$ cat src/rtl/rr_lock_arbiter.sv
// Round-robin arbiter that locks a grant until the owner releases it.
// Define RR_LOCK_ARBITER_HOLD_LIMIT_EN to add a hold counter that forces release after HOLD_MAX.
module rr_lock_arbiter #(
  parameter int N_REQ    = 4,
  parameter int IDX_W    = $clog2(N_REQ),
  parameter int HOLD_MAX = 16
) (
  input  logic             clk,
  input  logic             rst_n,
  input  logic [N_REQ-1:0] req,
  input  logic             rel,
  output logic [N_REQ-1:0] gnt,
  output logic [IDX_W-1:0] gnt_idx,
  output logic             gnt_vld,
  output logic             timeout
);

  typedef enum logic [0:0] {StIdle, StLock} state_e;

  state_e           r_state;
  logic [N_REQ-1:0] r_gnt;
  logic [IDX_W-1:0] r_ptr;
  logic [IDX_W-1:0] w_idx;
  logic [IDX_W-1:0] w_next_ptr;
  logic [IDX_W-1:0] w_base;
  logic [IDX_W-1:0] w_pos;
  logic [IDX_W-1:0] w_win;
  logic             w_found;
  logic             w_limit;
  logic             w_release;
  logic             w_load;

  if (N_REQ < 2 || N_REQ > 32 || HOLD_MAX < 2 || HOLD_MAX > 65535) begin : g_param_check
    $error("rr_lock_arbiter: parameter out of range");
  end

  always_comb begin
    w_idx = '0;
    for (int i = 0; i < N_REQ; i++) begin
      if (r_gnt[i]) w_idx = w_idx | IDX_W'(i);
    end
  end

  assign w_next_ptr = (int'(w_idx) == N_REQ - 1) ? '0 : w_idx + 1'b1;

  // On release the search starts just past the current owner, in the same cycle.
  assign w_base = (r_state == StLock) ? w_next_ptr : r_ptr;

  always_comb begin
    w_found = 1'b0;
    w_win   = '0;
    w_pos   = w_base;
    for (int k = 0; k < N_REQ; k++) begin
      if (!w_found && req[w_pos]) begin
        w_found = 1'b1;
        w_win   = w_pos;
      end
      w_pos = (int'(w_pos) == N_REQ - 1) ? '0 : w_pos + 1'b1;
    end
  end

  assign w_release = (r_state == StLock) && (rel || w_limit);
  assign w_load    = w_found && ((r_state == StIdle) || w_release);

  always_ff @(posedge clk or negedge rst_n) begin
    if (!rst_n) begin
      r_state <= StIdle;
      r_gnt   <= '0;
      r_ptr   <= '0;
    end else begin
      case (r_state)
        StIdle: begin
          if (w_found) begin
            r_gnt   <= N_REQ'(1) << w_win;
            r_state <= StLock;
          end
        end
        StLock: begin
          if (w_release) begin
            r_ptr <= w_next_ptr;
            if (w_found) begin
              r_gnt <= N_REQ'(1) << w_win;
            end else begin
              r_gnt   <= '0;
              r_state <= StIdle;
            end
          end
        end
        default: begin
          r_state <= StIdle;
          r_gnt   <= '0;
        end
      endcase
    end
  end

`ifdef RR_LOCK_ARBITER_HOLD_LIMIT_EN
  logic [15:0] r_cnt;
  logic        r_timeout;

  assign w_limit = (r_state == StLock) && (r_cnt == 16'(HOLD_MAX - 1));

  always_ff @(posedge clk or negedge rst_n) begin
    if (!rst_n) begin
      r_cnt     <= '0;
      r_timeout <= 1'b0;
    end else begin
      r_timeout <= w_limit && !rel;
      if (w_load || w_release) begin
        r_cnt <= '0;
      end else if (r_state == StLock) begin
        r_cnt <= r_cnt + 16'd1;
      end
    end
  end

  assign timeout = r_timeout;
`else
  assign w_limit = 1'b0;
  assign timeout = 1'b0;
`endif

  assign gnt     = r_gnt;
  assign gnt_idx = w_idx;
  assign gnt_vld = |r_gnt;

endmodule

$ cat config.mk
export PLATFORM = sky130hd
export DESIGN_NAME = rr_lock_arbiter
export DESIGN_NICKNAME = d
export VERILOG_FILES = /design/src/rtl/rr_lock_arbiter.sv
export SDC_FILE = /design/constraint.sdc
export NUM_CORES = 1
export LEC_CHECK = 0
export CAP_MARGIN = 0
export CORE_AREA = 2 2 39 41
export DETAILED_ROUTE_END_ITERATION = 12
export DIE_AREA = 0 0 41 43
export DONT_BUFFER_PORTS = 1
export PLACE_DENSITY_LB_ADDON = 0.2
export SYNTH_ARGS = -nofsm -noshare
export SYNTH_HDL_FRONTEND = slang
export SYNTH_SLANG_ARGS = --single-unit
export TNS_END_PERCENT = 5
$ cat constraint.sdc
create_clock -name clk -period 3.8 [get_ports clk]
set_input_delay 1.14 -clock clk [delete_from_list [all_inputs] [get_ports clk]]
set_output_delay 1.14 -clock clk [all_outputs]
set_load 0.02 [all_outputs]
==> impl_metrics.toml, run 1 <==
[status]
status = "completed"

[worst_setup_path]
cp-endpoint = "gnt_vld"
critPathCaptureType = "output pin"
worst_ep_arrival_time_ns = 1.62
required_ns = 2.66
r2r_cells = 6
critPathMaxStageDelay_ns = 0.50
r2r_slack_ns = 1.86
r2r-end = "gnt[0]"
path_delay_family = "simple AND/OR/NAND/NOR gates"
path_class = "reg -> out"
cp_slowest_cell = "dfrtp_1"
r2r-start = "gnt[2]"
cp.buffers_inverters = 0
worstPathCellList = "or2_2, or3_1"
critPathLaunchType = "register"
cp_max_fo = 7
crit_path_start = "gnt[3]"
worst-path-stages = 2

[floorplan]
die_y_um = 43
core_area_sq_um = 1380
pin_count = 15
initial_core_util_pct = 36.5
rows = 14
die_x_um = 41
dieArea_sq_um = 1760

[clocking]
clkTransAtPathRegs_ns = 0.06
clk_latency_ns = 0.26
clk_path_buf_depth = 2
cts_root_buf = "clkbuf_4"
cts_hold_buf = 0
cts_tree = "yes"
cts.sinks = 7
cts_setup_buffers = 0
ctsResizeCount = 0
htree_levels = 1
tritoncts.num_buffers = 3

[yosys]
yosysTopAreaCellShare_pct = 34.7
synth_area_leader_cell = "dfrtp_1"
synthArstFlopShare_pct = 100
netlist_instances = 57
synth_compound_area_share_pct = 26.0
yosysMostFrequentCell = "nand2_1"
synth_adder_area_share_pct = 0
synthSimpleGateAreaFrac_pct = 28.0
ys_seq_area_share_pct = 34.7
synth.area.mux_share_pct = 2.97
yosysUniqueCellTypes = 32
synth_top_family_by_area = "simple AND/OR/NAND/NOR gates"
ys_seq_elements = 7
syn_nets = 64
synthTopCellsByArea = "dfrtp_1 35%, nand2_1 5.9%, o211ai_4 4.2%, nand3_1 4.0%, o2111ai_1 3.5%"
ys_warn_count = 0
synthFlopType = "dfrtp_1"
synth_commonest_cells = "8 x nand2_1, 7 x dfrtp_1, 4 x nand3_1"
synth_area_sq_um = 505
synth_xor_area_share_pct = 1.73
synth_edf_count = 0
avgSynthCellArea_sq_um = 8.87

[place]
dpl.hpwl_um = 829
preCtsSetupSlack_ns = 1.33
gp_congestion = 0.774
port_buffers = 0

[global_routing]
grt_use_total_pct = 16.8
antenna_found_initial = 0
grt_pass1_wl_um = 1860
grt_max_degree = 11
globalRouteOverflowTotal = 0
grt_pass1_vias = 439

[timing]
finalSetupTns_ns = 0
whs_ns = 0.488
hold_violations = 0
tightest_slew_ns = 0.539
fin_crit_sh_pct = 72.6
fmax_mhz = 363
setup_viol = 0
grt_setup_unrepaired = "no"
slew_headroom_pct = 63.8
slew_viol_final = 0
setup_slack_ns = 1.04
post-route-min-period_ns = 2.76
fin_skew_ns = 0.00732

[layout]
finalNetCount = 67
area_delta_synth_final_pct = 5.69
num_antenna_cells = 0
fillCellCount = 147
utilization_pct = 38.6
drive_gt1_share_pct = 22.0

[power_and_ir_drop]
p_seq_share_pct = 35.1
power_frac_comb_pct = 50.0
p_sw_mw = 0.226
p_leak_nw = 0.234
p_per_area_nw_per_um2 = 880
p_sw_share_pct = 48.1
p_clk_share_pct = 14.9
max-vdd-ir-drop_mv = 0.416
intPower_mw = 0.244

[route]
first_iter_violations = 9
firstDrtPassIters = 4
totalWireLength_um = 1050
detail-route-antenna-nets = 0
post_drt_via_cell_ratio = 5.57
drcViolationCount = 0
drt-wirelength-per-cell_um = 14.0
num_vias = 418

[min_path]
hp-class = "reg -> reg"

[flow_run]
maxCapViolCount = 0
==> worst register-to-register path, stage by stage, from the launching register on <==
cell and delay [ns]:
dfrtp_1 0.55, xor2_1 0.32, a31o_1 0.24, mux2_4 0.32, o211ai_4 0.21, o2111ai_1 0.13
nand3_1 0.11
==> registers in the layout, summed over array words and instances (netlist names) <==
register	cells
gnt	4
r_ptr	2
r_state	1
==> layer usage <==
layer / wire [um] / vias up / GRT usage, %
met3: 59 / 5 / 11.0
met1: 443 / 187 / 19.7
li1: - / 216 / -
met5: 0 / - / 0
met4: 38 / 0 / 10.0
met2: 506 / 10 / 21.9
==> worst min-delay path by stage <==
stage               startpoint        to  slack [ns]  cells past startpoint
floorplan             r_ptr[0]  r_ptr[0]        0.44                      2
global route          r_ptr[1]  r_ptr[1]        0.53                      1
finish                r_ptr[0]  r_ptr[0]        0.49                      2
global placement      r_ptr[1]  r_ptr[1]        0.50                      1
detailed placement    r_ptr[0]  r_ptr[0]        0.49                      2
CTS                   r_ptr[0]  r_ptr[0]        0.50                      2
==> cells in the final DEF, fill, tap and decap left out, types with 2 or more instances in the layout <==
cell type	netlist	final
dfrtp_1	7	7
or2_2	2	2
a31oi_1	2	2
inv_1	3	3
nand2_1	8	8
o31ai_1	2	2
o2111ai_1	2	2
nor2_1	2	2
clkbuf_4	0	3
nand3_1	4	4
nand4_1	2	2
o21ai_0	2	2
==> power groups by stage <==
stage               Sequential (mW)  Combinational, mW  Clock (mW)
CTS                           0.166              0.236      0.0721
detailed placement            0.167              0.235           0
floorplan                     0.156              0.210           0
finish                        0.165              0.235      0.0700
global placement              0.166              0.237           0
global route                  0.171              0.262      0.0768
==> cell type report <==
type                    instances  area (sq um)  share of cell area [%]
flip-flops and latches          7           175                    32.8
well taps                      16          20.0                    3.75
clock inverters                 1          5.00                   0.937
multi-input cells              45           300                    56.2
clock buffers                   3          22.5                    4.22
inverters                       3          11.3                    2.11
==> stage by stage <==
step                std cells  power, mW  instance area (sq um)
floorplan                  57      0.366                    505
global route               75      0.509                    534
detailed placement         71      0.402                    507
finish                     75      0.470                    534
CTS                        75      0.474                    534
global placement           71      0.403                    507
==> kinds of logic (layout without fill, tap and decap cells) <==
kind of cell,Yosys count,after routing
simple gates,26,26
xor+xnor,1,1
other cells,1,1
compound gates,16,16
buf+inv,5,7
flops,7,7
mux,1,1
(Power assumes the default switching activity.)
==> run 2, diff against run 1 <==
- clock period: 3.8 -> 2.5 ns (I/O delays scaled with it)
==> impl_metrics.toml, run 2 (synthesis gave the netlist of run 1 again) <==
[status]
status = "completed"

[layout]
drive_gt1_share_pct = 21.7
num_antenna_cells = 0
largest_reg_flops = 4
fillCellCount = 148
area_delta_synth_final_pct = 6.93
stdcell_area_sq_um = 541
mostFrequentLayoutCells = "8 x nand2_1, 7 x dfrtp_1, 4 x nand3_1, 3 x inv_1, 3 x clkbuf_4"
finalNetCount = 68
final_common_cell = "nand2_1"

[route]
totalWireLength_um = 1080
first_iter_violations = 11
detail-route-antenna-nets = 0
firstDrtPassIters = 4
num_vias = 460
post_drt_via_cell_ratio = 6.05
drcViolationCount = 0
drt-wirelength-per-cell_um = 14.1

[timing]
setup_viol = 0
tightest_slew_ns = 0.542
setup_slack_ns = 0.190
fin_crit_sh_pct = 92.4
slew_headroom_pct = 63.5
hold_violations = 0
slew_viol_final = 0
post-route-min-period_ns = 2.31
fmax_mhz = 433
grt_setup_unrepaired = "no"
finalSetupTns_ns = 0
fin_skew_ns = 0.00618

[place]
port_buffers = 0
dpl_cell_area_sq_um = 514
gp_congestion = 0.780
preCtsSetupSlack_ns = 0.447
dpl.hpwl_um = 852

[floorplan]
initial_core_util_pct = 36.5
dieArea_sq_um = 1760
die_x_um = 41
die_y_um = 43
core_area_sq_um = 1380
pin_count = 15
rows = 14

[clocking]
tritoncts.num_buffers = 3
clk_latency_ns = 0.25
cts_hold_buf = 0
cts_setup_buffers = 0
htree_levels = 1
clkTransAtPathRegs_ns = 0.05
cts_root_buf = "clkbuf_4"
cts_tree = "yes"
cts.sinks = 7
ctsResizeCount = 0
clk_path_buf_depth = 2

[worst_setup_path]
r2r-start = "gnt[2]"
path_class = "reg -> out"
critPathCaptureType = "output pin"
critPathLaunchType = "register"
required_ns = 1.75
crit_path_start = "gnt[1]"
cp_max_fo = 5
worst_ep_arrival_time_ns = 1.56

[global_routing]
grt_pass1_vias = 418
grt_use_total_pct = 14.8
grt_max_degree = 11
antenna_found_initial = 0
grt_pass1_wl_um = 1700
globalRouteOverflowTotal = 0

[power_and_ir_drop]
finalPower_mw = 0.719
p_per_area_nw_per_um2 = 1330
max-vdd-ir-drop_mv = 0.659
p_leak_nw = 0.237

[flow_run]
maxCapViolCount = 0

[min_path]
hp-class = "in -> async"
==> run 2: path summary, 6_finish.rpt <==
check | to | slack [ns] | cells past startpoint
setup / recovery | gnt_vld | 0.19 | 2
max in group asynchronous | gnt[1] | 2.24 | 0
hold reg to reg | r_ptr[0] | 0.48 | 2
hold / removal | r_ptr[0] | 0.19 | 0
setup reg to reg | gnt[0] | 0.57 | 6
min in group clk | r_ptr[0] | 0.48 | 2
==> run 2: through the flow <==
stage | cells | hold WS (ns) | utilization (%)
finish | 76 | 0.188 | 39.1
global route | 76 | 0.170 | 39.1
CTS | 76 | 0.178 | 39.1
detailed placement | 72 | 0.455 | 37.2
global placement | 72 | 0.455 | 37.2
floorplan | 57 | 0.442 | -
==> run 2: final cells by class <==
cell class | instances | area (sq um) | area share, %
flip-flops and latches | 7 | 175 | 32.4
well taps | 16 | 20.0 | 3.70
clock buffers | 4 | 26.3 | 4.86
inverters | 3 | 11.3 | 2.08
repair buffers | 1 | 7.51 | 1.39
multi-input cells | 45 | 300 | 55.6
==> run 2: metal layers <==
metal / wire length (um) / vias up / global-route usage, % / share of wire (%)
li1: - / 220 / - / -
met1: 460 / 226 / 17.2 / 43
met4: 12 / 0 / 8.00 / 1.1
met5: 0 / - / 0 / 0
met2: 550 / 12 / 21.3 / 51
met3: 50 / 2 / 7.33 / 4.7
==> run 2: where the power goes <==
group / internal, mW / switching [mW]
Sequential: 0.158 / 0.0744
Clock: 0.0608 / 0.0405
Combinational: 0.163 / 0.222
Total: 0.382 / 0.337
==> run 2: critical path, cell delays in order, from the launching register on <==
cell and delay [ns]:
dfrtp_1 0.48, or2_2 0.40, or3_1 0.43
==> run 3, diff against run 2 <==
--- a/config.mk
+++ b/config.mk
@@ -12,2 +12,3 @@
 export DONT_BUFFER_PORTS = 1
+export HOLD_SLACK_MARGIN = 0.05
 export PLACE_DENSITY_LB_ADDON = 0.2
==> constraint.sdc (replaced) <==
create_clock -name clk -period 2.5 [get_ports clk]
set_input_delay 0.125 -clock clk [delete_from_list [all_inputs] [get_ports clk]]
set_output_delay 0.125 -clock clk [all_outputs]
set_load 0.02 [all_outputs]
==> impl_metrics.toml, run 3 (synthesis gave the netlist of run 1 again) <==
[route]
firstDrtPassIters = 3
drt-wirelength-per-cell_um = 14.2
post_drt_via_cell_ratio = 5.63
first_iter_violations = 7
totalWireLength_um = 1110
num_vias = 439
detail-route-antenna-nets = 0
drcViolationCount = 0

[place]
gp_congestion = 0.674
dpl.hpwl_um = 876
dpl_cell_area_sq_um = 507
port_buffers = 0
preCtsSetupSlack_ns = 0.556

[power_and_ir_drop]
max-vdd-ir-drop_mv = 0.834
p_per_area_nw_per_um2 = 1270
p_leak_nw = 0.246

[timing]
setup_slack_ns = 0.562
hold_violations = 0
slew_viol_final = 0
grt_setup_unrepaired = "no"
finalSetupTns_ns = 0
tightest_slew_ns = 0.524
fmax_mhz = 516
fin_skew_ns = 0.00376
setup_viol = 0
post-route-min-period_ns = 1.94
slew_headroom_pct = 64.7
fin_crit_sh_pct = 77.5

[layout]
utilization_pct = 40.7
mostFrequentLayoutCells = "8 x nand2_1, 7 x dfrtp_1, 4 x nand3_1"
num_antenna_cells = 0
area_delta_synth_final_pct = 11.4
largest_reg_flops = 4
seqCellArea_sq_um = 175
stdcell_area_sq_um = 563
drive_gt1_share_pct = 19.4
finalNetCount = 70
multi_input_area_sq_um = 300
final_common_cell = "nand2_1"
fillCellCount = 144

[clocking]
clk_path_buf_depth = 2
ctsResizeCount = 0
htree_levels = 1
cts_root_buf = "clkbuf_4"
cts.sinks = 7
clk_latency_ns = 0.25
clkTransAtPathRegs_ns = 0.05
cts_hold_buf = 3
tritoncts.num_buffers = 3
cts_tree = "yes"
cts_setup_buffers = 0

[worst_setup_path]
path_delay_family = "compound AO/OA/AOI/OAI gates"
r2r-end = "gnt[2]"
r2r-start = "gnt[2]"
worst_ep_arrival_time_ns = 2.12
worstPathCellList = "xor2_1, a31o_1, mux2_4, o211ai_4, o2111ai_1, nand3_1"
required_ns = 2.68
critPathCaptureType = "register"
cp_slowest_cell = "dfrtp_1"
r2r_slack_ns = 0.56
path_class = "reg -> reg"
cp_max_fo = 6
critPathMaxStageDelay_ns = 0.54
cp.buffers_inverters = 0
r2r_cells = 6
critPathLaunchType = "register"

[floorplan]
pin_count = 15
die_y_um = 43
die_x_um = 41
rows = 14
dieArea_sq_um = 1760
core_area_sq_um = 1380
initial_core_util_pct = 36.5

[global_routing]
grt_pass1_wl_um = 1980
grt_max_degree = 11
grt_pass1_vias = 451
antenna_found_initial = 0
globalRouteOverflowTotal = 0
grt_use_total_pct = 17.2

[min_path]
whs_path_depth = 2
hp-start = "rel"
hold_path_end = "r_state"
hp-class = "in -> reg"

[flow_run]
maxCapViolCount = 0

[status]
status = "completed"
run 3: cell count changes in the layout (fill, tap and decap cells not counted):
cell,change
buf_4,-1
dlygate4sd3_1,+3
run 3: worst max path at each step:
stage | start | to | cells past startpoint
finish | gnt[2] | gnt[2] | 6
detailed placement | gnt[2] | gnt[2] | 6
global placement | gnt[2] | gnt[0] | 6
CTS | gnt[2] | gnt[2] | 6
global route | gnt[2] | gnt[0] | 6
floorplan | gnt[2] | gnt[0] | 6
run 3: final cells by class:
class / instances / area share [%]
clock buffers: 4 / 4.67
inverters: 3 / 2.00
multi-input cells: 45 / 53.3
flip-flops and latches: 7 / 31.1
well taps: 16 / 3.56
repair buffers: 3 / 5.33
run 3: metal layers:
metal	up-vias	part of all wire, %	GRT usage, %
met2	11	50	23.8
li1	223	-	-
met1	202	44	21.5
met3	3	5.5	8.90
met4	0	1.3	8.00
met5	-	0	0
run 3: metrics by stage:
stage          hold WS, ns  cells  power (mW)
4_1_cts             0.0560     78       0.726
3_3_place_gp        -0.170     71       0.613
2_1_floorplan       -0.171     57       0.556
6_report            0.0663     78       0.714
5_1_grt             0.0595     78       0.780
3_5_place_dp        -0.170     71       0.616
run 3: where the power goes:
part / switching, mW / total, mW / internal [mW]
sequential: 0.0949 / 0.253 / 0.158
clock: 0.0400 / 0.101 / 0.0608
combinational: 0.204 / 0.361 / 0.157
run 3: worst register-to-register path, stage by stage, from the launching register on:
cell	delay, ns
dfrtp_1	0.54
xor2_1	0.32
a31o_1	0.25
mux2_4	0.32
o211ai_4	0.19
o2111ai_1	0.14
nand3_1	0.11
